**config.mk**
```make
export PLATFORM = sky130hd
export DESIGN_NAME = nbit_updown_counter
export DESIGN_NICKNAME = d
export VERILOG_FILES = /design/src/rtl/counter_pkg.sv /design/src/rtl/nbit_updown_counter.sv
export SDC_FILE = /design/constraint.sdc
export NUM_CORES = 1
export LEC_CHECK = 0
export ABC_AREA = 1
export BUFFER_PORTS_ARGS = -buffer_cell sky130_fd_sc_hd__buf_2
export CORE_ASPECT_RATIO = 0.9
export CORE_MARGIN = 3
export CORE_UTILIZATION = 45
export DETAILED_ROUTE_END_ITERATION = 10
export MAX_ROUTING_LAYER = met4
export PLACE_DENSITY = 0.71
export SLEW_MARGIN = 20
export SYNTH_ARGS = -nofsm -noshare
export SYNTH_HDL_FRONTEND = slang
export SYNTH_SLANG_ARGS = --single-unit
```
**constraint.sdc**
```tcl
create_clock -name clk -period 1.7 [get_ports clk]
set_input_delay 0.255 -clock clk [delete_from_list [all_inputs] [get_ports clk]]
set_output_delay 0.255 -clock clk [all_outputs]
set_load 0.005 [all_outputs]
```
**src/rtl/counter_pkg.sv**
```systemverilog
// Shared encodings for the up/down counter family: end-of-range modes and
// the ONESHOT run/done state.
package counter_pkg;

  localparam int CNT_WRAP    = 0;
  localparam int CNT_SAT     = 1;
  localparam int CNT_ONESHOT = 2;

  localparam logic [0:0] ST_RUN  = 1'b0;
  localparam logic [0:0] ST_DONE = 1'b1;

endpackage : counter_pkg

```
**src/rtl/nbit_updown_counter.sv**
```systemverilog
// General-purpose N-bit up/down counter with runtime terminal value, clear,
// load and wrap / saturate / one-shot end-of-range behaviour.
module nbit_updown_counter
  import counter_pkg::*;
#(
  parameter int N    = 4,
  parameter int MODE = CNT_WRAP
) (
  input  logic         clk,
  input  logic         rst,
  input  logic         en,
  input  logic         up,
  input  logic         clr,
  input  logic         load,
  input  logic [N-1:0] load_val,
  input  logic [N-1:0] max_val,
  output logic [N-1:0] count,
  output logic         ovf,
  output logic         done
);

  if (MODE != CNT_WRAP && MODE != CNT_SAT && MODE != CNT_ONESHOT) begin : g_bad_mode
    $error("nbit_updown_counter: MODE must be 0, 1 or 2");
  end
  if (N < 2 || N > 32) begin : g_bad_width
    $error("nbit_updown_counter: N must be in 2..32");
  end

  function automatic logic [N-1:0] clamp_to_max(input logic [N-1:0] v,
                                                input logic [N-1:0] lim);
    return (v > lim) ? lim : v;
  endfunction

  logic [0:0]   st_q;
  logic [0:0]   st_d;
  logic [N-1:0] cnt_d;
  logic         ovf_d;
  logic         step_ok;
  logic         terminal;

  // In the DONE state of a one-shot the enable is masked entirely.
  assign step_ok  = en && !(MODE == CNT_ONESHOT && st_q == ST_DONE);
  assign terminal = up ? (count >= max_val) : (count == '0);

  always_comb begin
    cnt_d = count;
    ovf_d = 1'b0;
    st_d  = st_q;
    if (clr) begin
      cnt_d = '0;
      st_d  = ST_RUN;
    end else if (load) begin
      cnt_d = clamp_to_max(load_val, max_val);
      st_d  = ST_RUN;
    end else if (step_ok) begin
      if (!terminal) begin
        cnt_d = up ? count + 1'b1 : count - 1'b1;
      end else begin
        ovf_d = 1'b1;
        if (MODE == CNT_WRAP) begin
          cnt_d = up ? '0 : max_val;
        end else if (MODE == CNT_ONESHOT) begin
          st_d = ST_DONE;
        end
      end
    end
  end

  always_ff @(posedge clk or negedge rst) begin
    if (!rst) begin
      count <= '0;
      ovf   <= 1'b0;
      st_q  <= ST_RUN;
    end else begin
      count <= cnt_d;
      ovf   <= ovf_d;
      st_q  <= st_d;
    end
  end

  assign done = (MODE == CNT_ONESHOT) && (st_q == ST_DONE);

endmodule : nbit_updown_counter

```
Word-level counts from Yosys, hierarchy flattened
Index checks and enable logic that the tools add are counted.
Storage, ports and cells
  word-level logic and storage cells: 20
  bits in registers: 5
Operators by class
  muxes and demuxes: 12
  add/subtract/negate cells: 2
  order comparisons: 2
  reductions and logical operators: 2
Operators with widths (number)
  two-way mux 4 bit: 7
  two-way mux 1 bit: 5
  adder 4 x 1 -> 4 bit (second input constant): 1
  >= comparator 4 bit: 1
  > comparator 4 bit: 1
  zero test 4 bit: 1
  subtractor 4 x 1 -> 4 bit (second input constant): 1
  nonzero test 3 bit: 1

Longest topological paths before layout
Gate-level depths: netlist (run 1).
  depth after elaboration: 6
  mapped depth: 14

Worst setup path after synthesis (run 1)
Ideal clock, no wire load.
  path type: reg2reg
  from: register count[0]
  to: register count[2]
  stages on the path, launching flop included: 15
  path buffers: 0
  arrival: 1332 ps
  clock period less this slack: 1449 ps
  slack: 251 ps
  cells stage by stage: dfrtp_1 -> inv_1 -> ha_1 -> inv_1 -> nand2_1 -> nand2_1 -> nand2_1 -> nand2_1 -> nand2_1 -> nand2_2 -> nand2_2 -> nand2_1 -> nand2_1 -> nand2_1 -> nand2_1
Between the ends
  longest elaborated chain between the ends: 6
RTL lines
  start, declared: RTL line nbit_updown_counter.sv:17  | output logic [N-1:0] count,
  start signal, assigned: RTL line nbit_updown_counter.sv:75  | count <= cnt_d;
  subtractor 4 x 1 -> 4 bit, or another cell as far along: RTL line nbit_updown_counter.sv:57  | cnt_d = up ? count + 1'b1 : count - 1'b1;
  two-way mux 4 bit or two-way mux 1 bit (tied branches): RTL line nbit_updown_counter.sv:57, nbit_updown_counter.sv:43
  two-way mux 4 bit *: RTL line nbit_updown_counter.sv:56  | if (!terminal) begin
  two-way mux 4 bit *: RTL line nbit_updown_counter.sv:55  | end else if (step_ok) begin
  two-way mux 4 bit *: RTL line nbit_updown_counter.sv:52  | end else if (load) begin
  two-way mux 4 bit *: RTL line nbit_updown_counter.sv:49  | if (clr) begin
Every way passes the cells marked *; elsewhere a longest branch is shown, timed or not. The select of a mux whose other input is x is not followed.
A chain may end at the register's enable or synchronous reset.

Worst setup path in the final report (run 1)
  from: register count[1]
  to: register count[2]
The elaborated chain is that of the path after synthesis.

==> results of run 1 <==
-- state kept, by name, summed over array words and instances, names as in the netlist --
name / count
count: 4
ovf: 1
-- cells in the final DEF, fill, tap and decap left out --
cell type      netlist  routed
dlygate4sd3_1        0       1
buf_4                1       2
clkbuf_1             0       1
nand2_2              2       2
nor2_1               7       7
clkbuf_4             0       3
buf_2                0      18
nand3_1             13      13
o31ai_1              2       2
nor3_2               2       2
fa_1                 1       1
inv_1               19      18
o21ai_1              1       1
inv_2                1       2
ha_1                10      10
nand2_1             38      38
xor2_1               2       2
conb_1               1       1
dfrtp_1              5       5
a21oi_1              4       4
xnor2_1              1       1
-- cells by family (layout without fill, tap and decap cells) --
group / after synthesis / after routing / share of synthesized area [%]
AND/OR/NAND/NOR: 62 / 62 / 38.66
buffers and inverters: 21 / 45 / 11.98
XOR/XNOR: 3 / 3 / 3.812
other: 1 / 1 / 0.5439
adder cells (fa/ha/maj): 11 / 11 / 21.05
flip-flops: 5 / 5 / 18.15
AO/OA/AOI/OAI: 7 / 7 / 5.806
-- tightest hold or removal path, cell delays in order --
cell and delay [ns]:
buf_2 0.11, nand2_1 0.06, nor2_1 0.04
-- layer usage --
metal  up-vias  global-route usage (%)
met5         -                       -
met4         0                   3.315
met3         2                   8.475
met2        24                   23.26
met1       309                   26.20
li1        393                       -
-- power by group --
group / switching (W) / internal (W) / leakage [nW] / total [W]
combinational: 0.000158 / 0.000115 / 0.449 / 0.000273
sequential: 0.0000161 / 0.000133 / 0.0653 / 0.000150
clock: 0.0000508 / 0.0000889 / 0.0150 / 0.000140
total: 0.000225 / 0.000337 / 0.530 / 0.000562
-- stage by stage --
stage | setup WS, ns | utilization, % | instance area, um^2 | instances | hold WS [ns]
final | 0.1829 | 62.92 | 840.8 | 148 | 0.2561
after global placement | 0.1177 | 59.64 | 797.0 | 142 | 0.07284
after global routing | 0.07256 | 62.92 | 840.8 | 148 | 0.2713
after detailed placement | 0.1100 | 59.64 | 797.0 | 142 | 0.07355
after floorplan | 0.2512 | - | 689.4 | 110 | -0.04059
after CTS | 0.09760 | 62.36 | 833.3 | 147 | 0.2492
-- worst max-delay path by stage --
stage             start  endpoint  slack, ns  cells after the start
2_1_floorplan  count[0]  count[2]       0.25                     14
3_3_place_gp   count[0]  count[2]       0.12                     14
3_5_place_dp   count[0]  count[2]       0.11                     14
4_1_cts        count[0]  count[2]        0.1                     14
5_1_grt        count[0]  count[2]       0.07                     14
6_report       count[1]  count[2]       0.18                      8
-- cell type report --
class                           instances  share of cell area (%)
Clock buffer                            4                   3.125
Inverter                               20                   8.929
Multi-Input combinational cell         84                   57.29
Sequential cell                         5                   14.88
Tap cell                               14                   2.083
Timing Repair Buffer                   21                   13.69
-- repair_timing --
action	4_1_cts	5_1_grt
resized for setup	0	1
endpoints found under the setup margin	0	2
setup buffers	0	1
hold buffers	1	0
hold endpoints to repair	5	0
==> impl_results.md, run 1 <==
* Max-cap violations at 0
* Row count at 12
* Period minus WS final at around 1.5 ns
* Peak VDD IR at around 0.50 mV
* CP cell instances: inv_1 -> fa_1 -> xor2_1 -> nand2_2 -> nand2_1 -> nand2_1 -> nand2_1 -> nand2_1
* Main flop type after synthesis: dfrtp_1
* Cells after Synth at 110
* Worst R2R End: count[2]
* Status: complete, no violations
* Reg2reg path depth at 8
* #FFs+latches synth at 5
* Worst setup EP type: register
* Max-slew violation count at 0
* Filler cells at 135
* Initial Util at approximately half
* Reg2reg setup slack at 0.18 ns
* Clock Root Buffer: clkbuf_4
* Sequential fraction of the synthesis area at between 15 and 20%
* Post-DP HPWL at around 1300 um
* Worst hold endpoint: ovf
* Synth Cell Area at 689.4 um^2
* Total length of routed met3 wires at approximately 120 um
* Post-DRT Antenna Nets at 0
* Max clock buf depth at 2
* Power Density at about 670 nW/um^2
* RSZ-0062 raised after global routing: no
* Area leader, netlist: nand2_1
* DR top layer: met4
* Metal-1 WL at 800 um
* Global Route Usage Sum at 18.27%
* CP max-delay cell: dfrtp_1
* WL/cell at just over 10 um
* Synth cell count leaders: 38 x nand2_1, 19 x inv_1, 13 x nand3_1
* TritonCTS Buffers at 3
* Die area at 2038 um^2
* WHS Path Cells at 3
* Ant diodes at 0
* GPL Wtd Cong at approximately 0.88
* Final setup fails at 0
* Highest clock rate at 659.1 MHz
* Synth warn at 0
* Pwr Total at around 0.00056 W
* CTS tree: built
* Die Span X at around 47 um
* Final setup TNS at 0 ns
* Clock Latency Late Sink at around 0.25 ns
* Number of buffers added on ports at 18
* Clock sink count at 5
* Reg area at ~130 um^2
* Syn Nets at roughly 140
* Mean Syn Cell Area at 6.267 um^2
* Vias in the first global route at between 600 and 700
* Worst path max stage delay at ~0.45 ns
* Ys async rst share at 100.0%
* Worst Hold Launch: en
* Clock slew at reported path FFs at around 0.050 ns
* CP required at 1.83 ns
* Fin crit share at between 80% and 90%
* Leak pwr at between 0.5 and 0.6 nW
* Crit path DAT at 1.65 ns
* DR iter-0 viols at 20
* Post-synth cell types at 17
* Post-synth EDFFs at 0
* Grt ovf at 0
* Final Hold Fails at 0
* Final WL at approximately 1500 um
* Max FO, Critical Path at 6
* Worst Skew at 0.005746 ns
* Met2 Wirelength at approximately 610 um
* Nets at between 150 and 200
* H-tree levels at 1
* Largest net degree at the start of global routing at 8
* Multi-input logic area at just under 500 um^2
* Post-synth top area share at 20.69%
* Post-route DRC violation count at 0
* CP bufs+invs at 1
* CP Launch Type: register
* Reg2Reg Launch Point: count[1]
* Synth top area cells: nand2_1 21%, dfrtp_1 18%, ha_1 18%
* Die Span Y at around 43 um
* HP Class: primary input to register
* Routed vias/inst at 4.919
* First-pass GRT wire length at 2622 um
* Via count at between 700 and 800
* CP top delay family: flip-flops
* I/O pins at 20
* Count leader, synth: nand2_1
* Area growth syn-to-layout at 21.96%
* Layout cell share with drive strength beyond 1 at about 22%
* Core area at between 1000 and 1500 um^2
* CP most frequent cell: nand2_1
* Initial antenna violation count at 0
* Crit Path Class: register to register
* Drt pass-1 iters at 4
Power figures use the tool's default switching activity.
==> run 2, diff against run 1 <==
clock period = 1.4 ns   (was 1.7 ns; I/O delays follow)
==> run 2 against run 1 <==
Effect of this change:
- largest cell class unchanged
- final cell count increased by 9.5%
- die area unchanged
- clock skew decreased by 0.0019 ns
- fmax rose by 3.9%
- total power rose by 42%
- the run now ends with setup timing left
- sequential cell count stayed put
- critical endpoint is now ovf
- clock power grew 24%
- final area rose by 19%
==> impl_results.md, run 2 (same netlist as run 1, synthesis figures left out) <==
* Status: finished, violations left
* Failing checks: setup timing
* Largest registers: count: 4 flops, ovf: 1 flops
* Fin area at between 1000 and 1500 um^2
* Sw power at 0.0003198 W
* Leak pwr at between 0.6 and 0.7 nW
* Initial Util at 51.59%
* Peak VDD IR at 0.6728 mV
* Largest Register: count
* Non-Filler Instances at 162
* HP Class: primary input to register
* CP most frequent cell: nand2_1
* Worst Skew at 0.003817 ns
* Layout cell share with drive strength beyond 1 at 36.49%
* Max-cap violations at 0
* Grt ovf at 0
* Crit path DAT at between 1.5 and 2 ns
* Max FFs per register at 4
* DR top layer: met3
* Metal-1 WL at between 800 and 900 um
* Largest net degree at the start of global routing at 8
* Clock Root Buffer: clkbuf_4
* Post-DP HPWL at between 1000 and 1500 um
* Die Span X at between 40 and 50 um
* CTS tree: built
* Via count at a little under 800
* Post-DRT Antenna Nets at 0
* Int Pwr at 0.0004807 W
* Core area at 1336 um^2
* Clock Latency Late Sink at 0.25 ns
* Initial antenna violation count at 0
* GPL Wtd Cong at roughly 0.83
* Crit Path Class: register to register
* Clk pwr share at 21.7%
* WHS at around 0.22 ns
* Power Density at 797.8 nW/um^2
* First-pass GRT wire length at 2815 um
* TritonCTS Buffers at 3
* Worst setup EP type: register
* Worst path max stage delay at 0.36 ns
* H-tree levels at 1
* Drt pass-1 iters at 4
* Util after Layout at about three quarters
* Row count at 12
* Routed vias/inst at between 4 and 5
* CP cell instances: inv_2 -> ha_4 -> inv_2 -> nand2_1 -> nand2_1 -> nand2_1 -> nand2_1 -> nand2_2 -> nand2_4 -> buf_4 -> buf_4 -> nor2_1
* Die area at slightly above 2000 um^2
* DP Worst Slack at -0.1294 ns
* Fin crit share at 104.3%
* DR iter-0 viols at 17
* Final WL at 1780 um
* Sw Share at roughly two fifths
* Highest clock rate at 685.1 MHz
* CP max-delay cell: dfrtp_1
* Ant diodes at 0
* CP Launch Type: register
* Filler cells at just over 100
* Clock sink count at 5
* Die Span Y at between 40 and 50 um
* Total length of routed met3 wires at roughly 66 um
* Commonest non-fill, non-tap cell in the layout: nand2_1
* WL/cell at around 11 um
* Area growth syn-to-layout at 45.55%
* CP top delay family: simple AND/OR/NAND/NOR gates
* I/O pins at 20
* CP required at 1.58 ns
* Nets at 174
* Period minus WS final at around 1.5 ns
* Final Hold Fails at 0
* Number of buffers added on ports at 18
* CP bufs+invs at 4
* Max FO, Critical Path at 5
* Post-route DRC violation count at 0
* RSZ-0062 raised after global routing: yes
* Most frequent cells in the layout: 34 x nand2_1, 18 x buf_2, 17 x inv_1
* Placed Instance Area at 907.1 um^2
* Comb power frac at a little under three fifths
* Clock slew at reported path FFs at around 0.050 ns
* Cells after DPL at around 160
* Final setup fails at 4
* Max clock buf depth at 2
* Worst setup margin at -0.05957 ns
* Max-slew violation count at 0
* Global Route Usage Sum at 19.19%
* Vias in the first global route at ~730
* Seq pwr share at between 20% and 30%
* Met2 Wirelength at roughly 840 um
run 2: worst paths after layout:
kind,from,to,slack [ns],depth (start not counted)
max reg2reg,count[0],ovf,-0.06,12
min reg2reg,count[0],count[0],0.63,3
max in group asynchronous,rst,count[1],0.94,2
min in group asynchronous,rst,count[2],0.31,2
min,en,ovf,0.22,3
max,count[0],ovf,-0.06,12
run 2: repair_timing:
action	CTS	global route
resized for setup	1	9
endpoints found under the setup margin	4	5
pin swaps	2	4
setup buffers	0	2
hold buffers	1	0
endpoints found under the hold margin	5	0
run 2: worst register-to-register path, delay by kind of cell (launching register included):
kind	cells	cell delay (ns)
adders and majority gates	1	0.26
buffers and inverters	4	0.35
and+or+nand+nor	7	0.42
DFF	1	0.36
run 2: routing by layer:
layer / vias up / GRT usage [%]
met5: - / -
li1: 422 / -
met1: 346 / 27.71
met3: 0 / 5.085
met2: 17 / 27.54
met4: 0 / 1.657
run 2: cell type report:
type / count / area (um^2) / share of cell area (%)
multi-input combinational: 84 / 538.0 / 53.62
tap: 14 / 17.52 / 1.746
timing repair buffer: 35 / 220.2 / 21.95
sequential: 5 / 126.4 / 12.59
inverter: 20 / 75.07 / 7.481
clock buffer: 4 / 26.28 / 2.618
run 2: power groups by stage:
stage / Combinational [W] / Clock (W) / Sequential (W)
after floorplan: 0.000225 / 0 / 0.000186
after global placement: 0.000374 / 0 / 0.000183
after detailed placement: 0.000385 / 0 / 0.000184
after CTS: 0.000391 / 0.000177 / 0.000183
after global routing: 0.000499 / 0.000189 / 0.000186
final: 0.000443 / 0.000174 / 0.000184
run 2: per-stage QoR:
| step | power, W | setup TNS (ns) |
|---|---|---|
| 2_1_floorplan | 0.0004109 | -0.008338 |
| 3_3_place_gp | 0.0005575 | -0.3681 |
| 3_5_place_dp | 0.0005689 | -0.4973 |
| 4_1_cts | 0.0007503 | -0.1580 |
| 5_1_grt | 0.0008731 | -0.6681 |
| 6_report | 0.0008006 | -0.1891 |
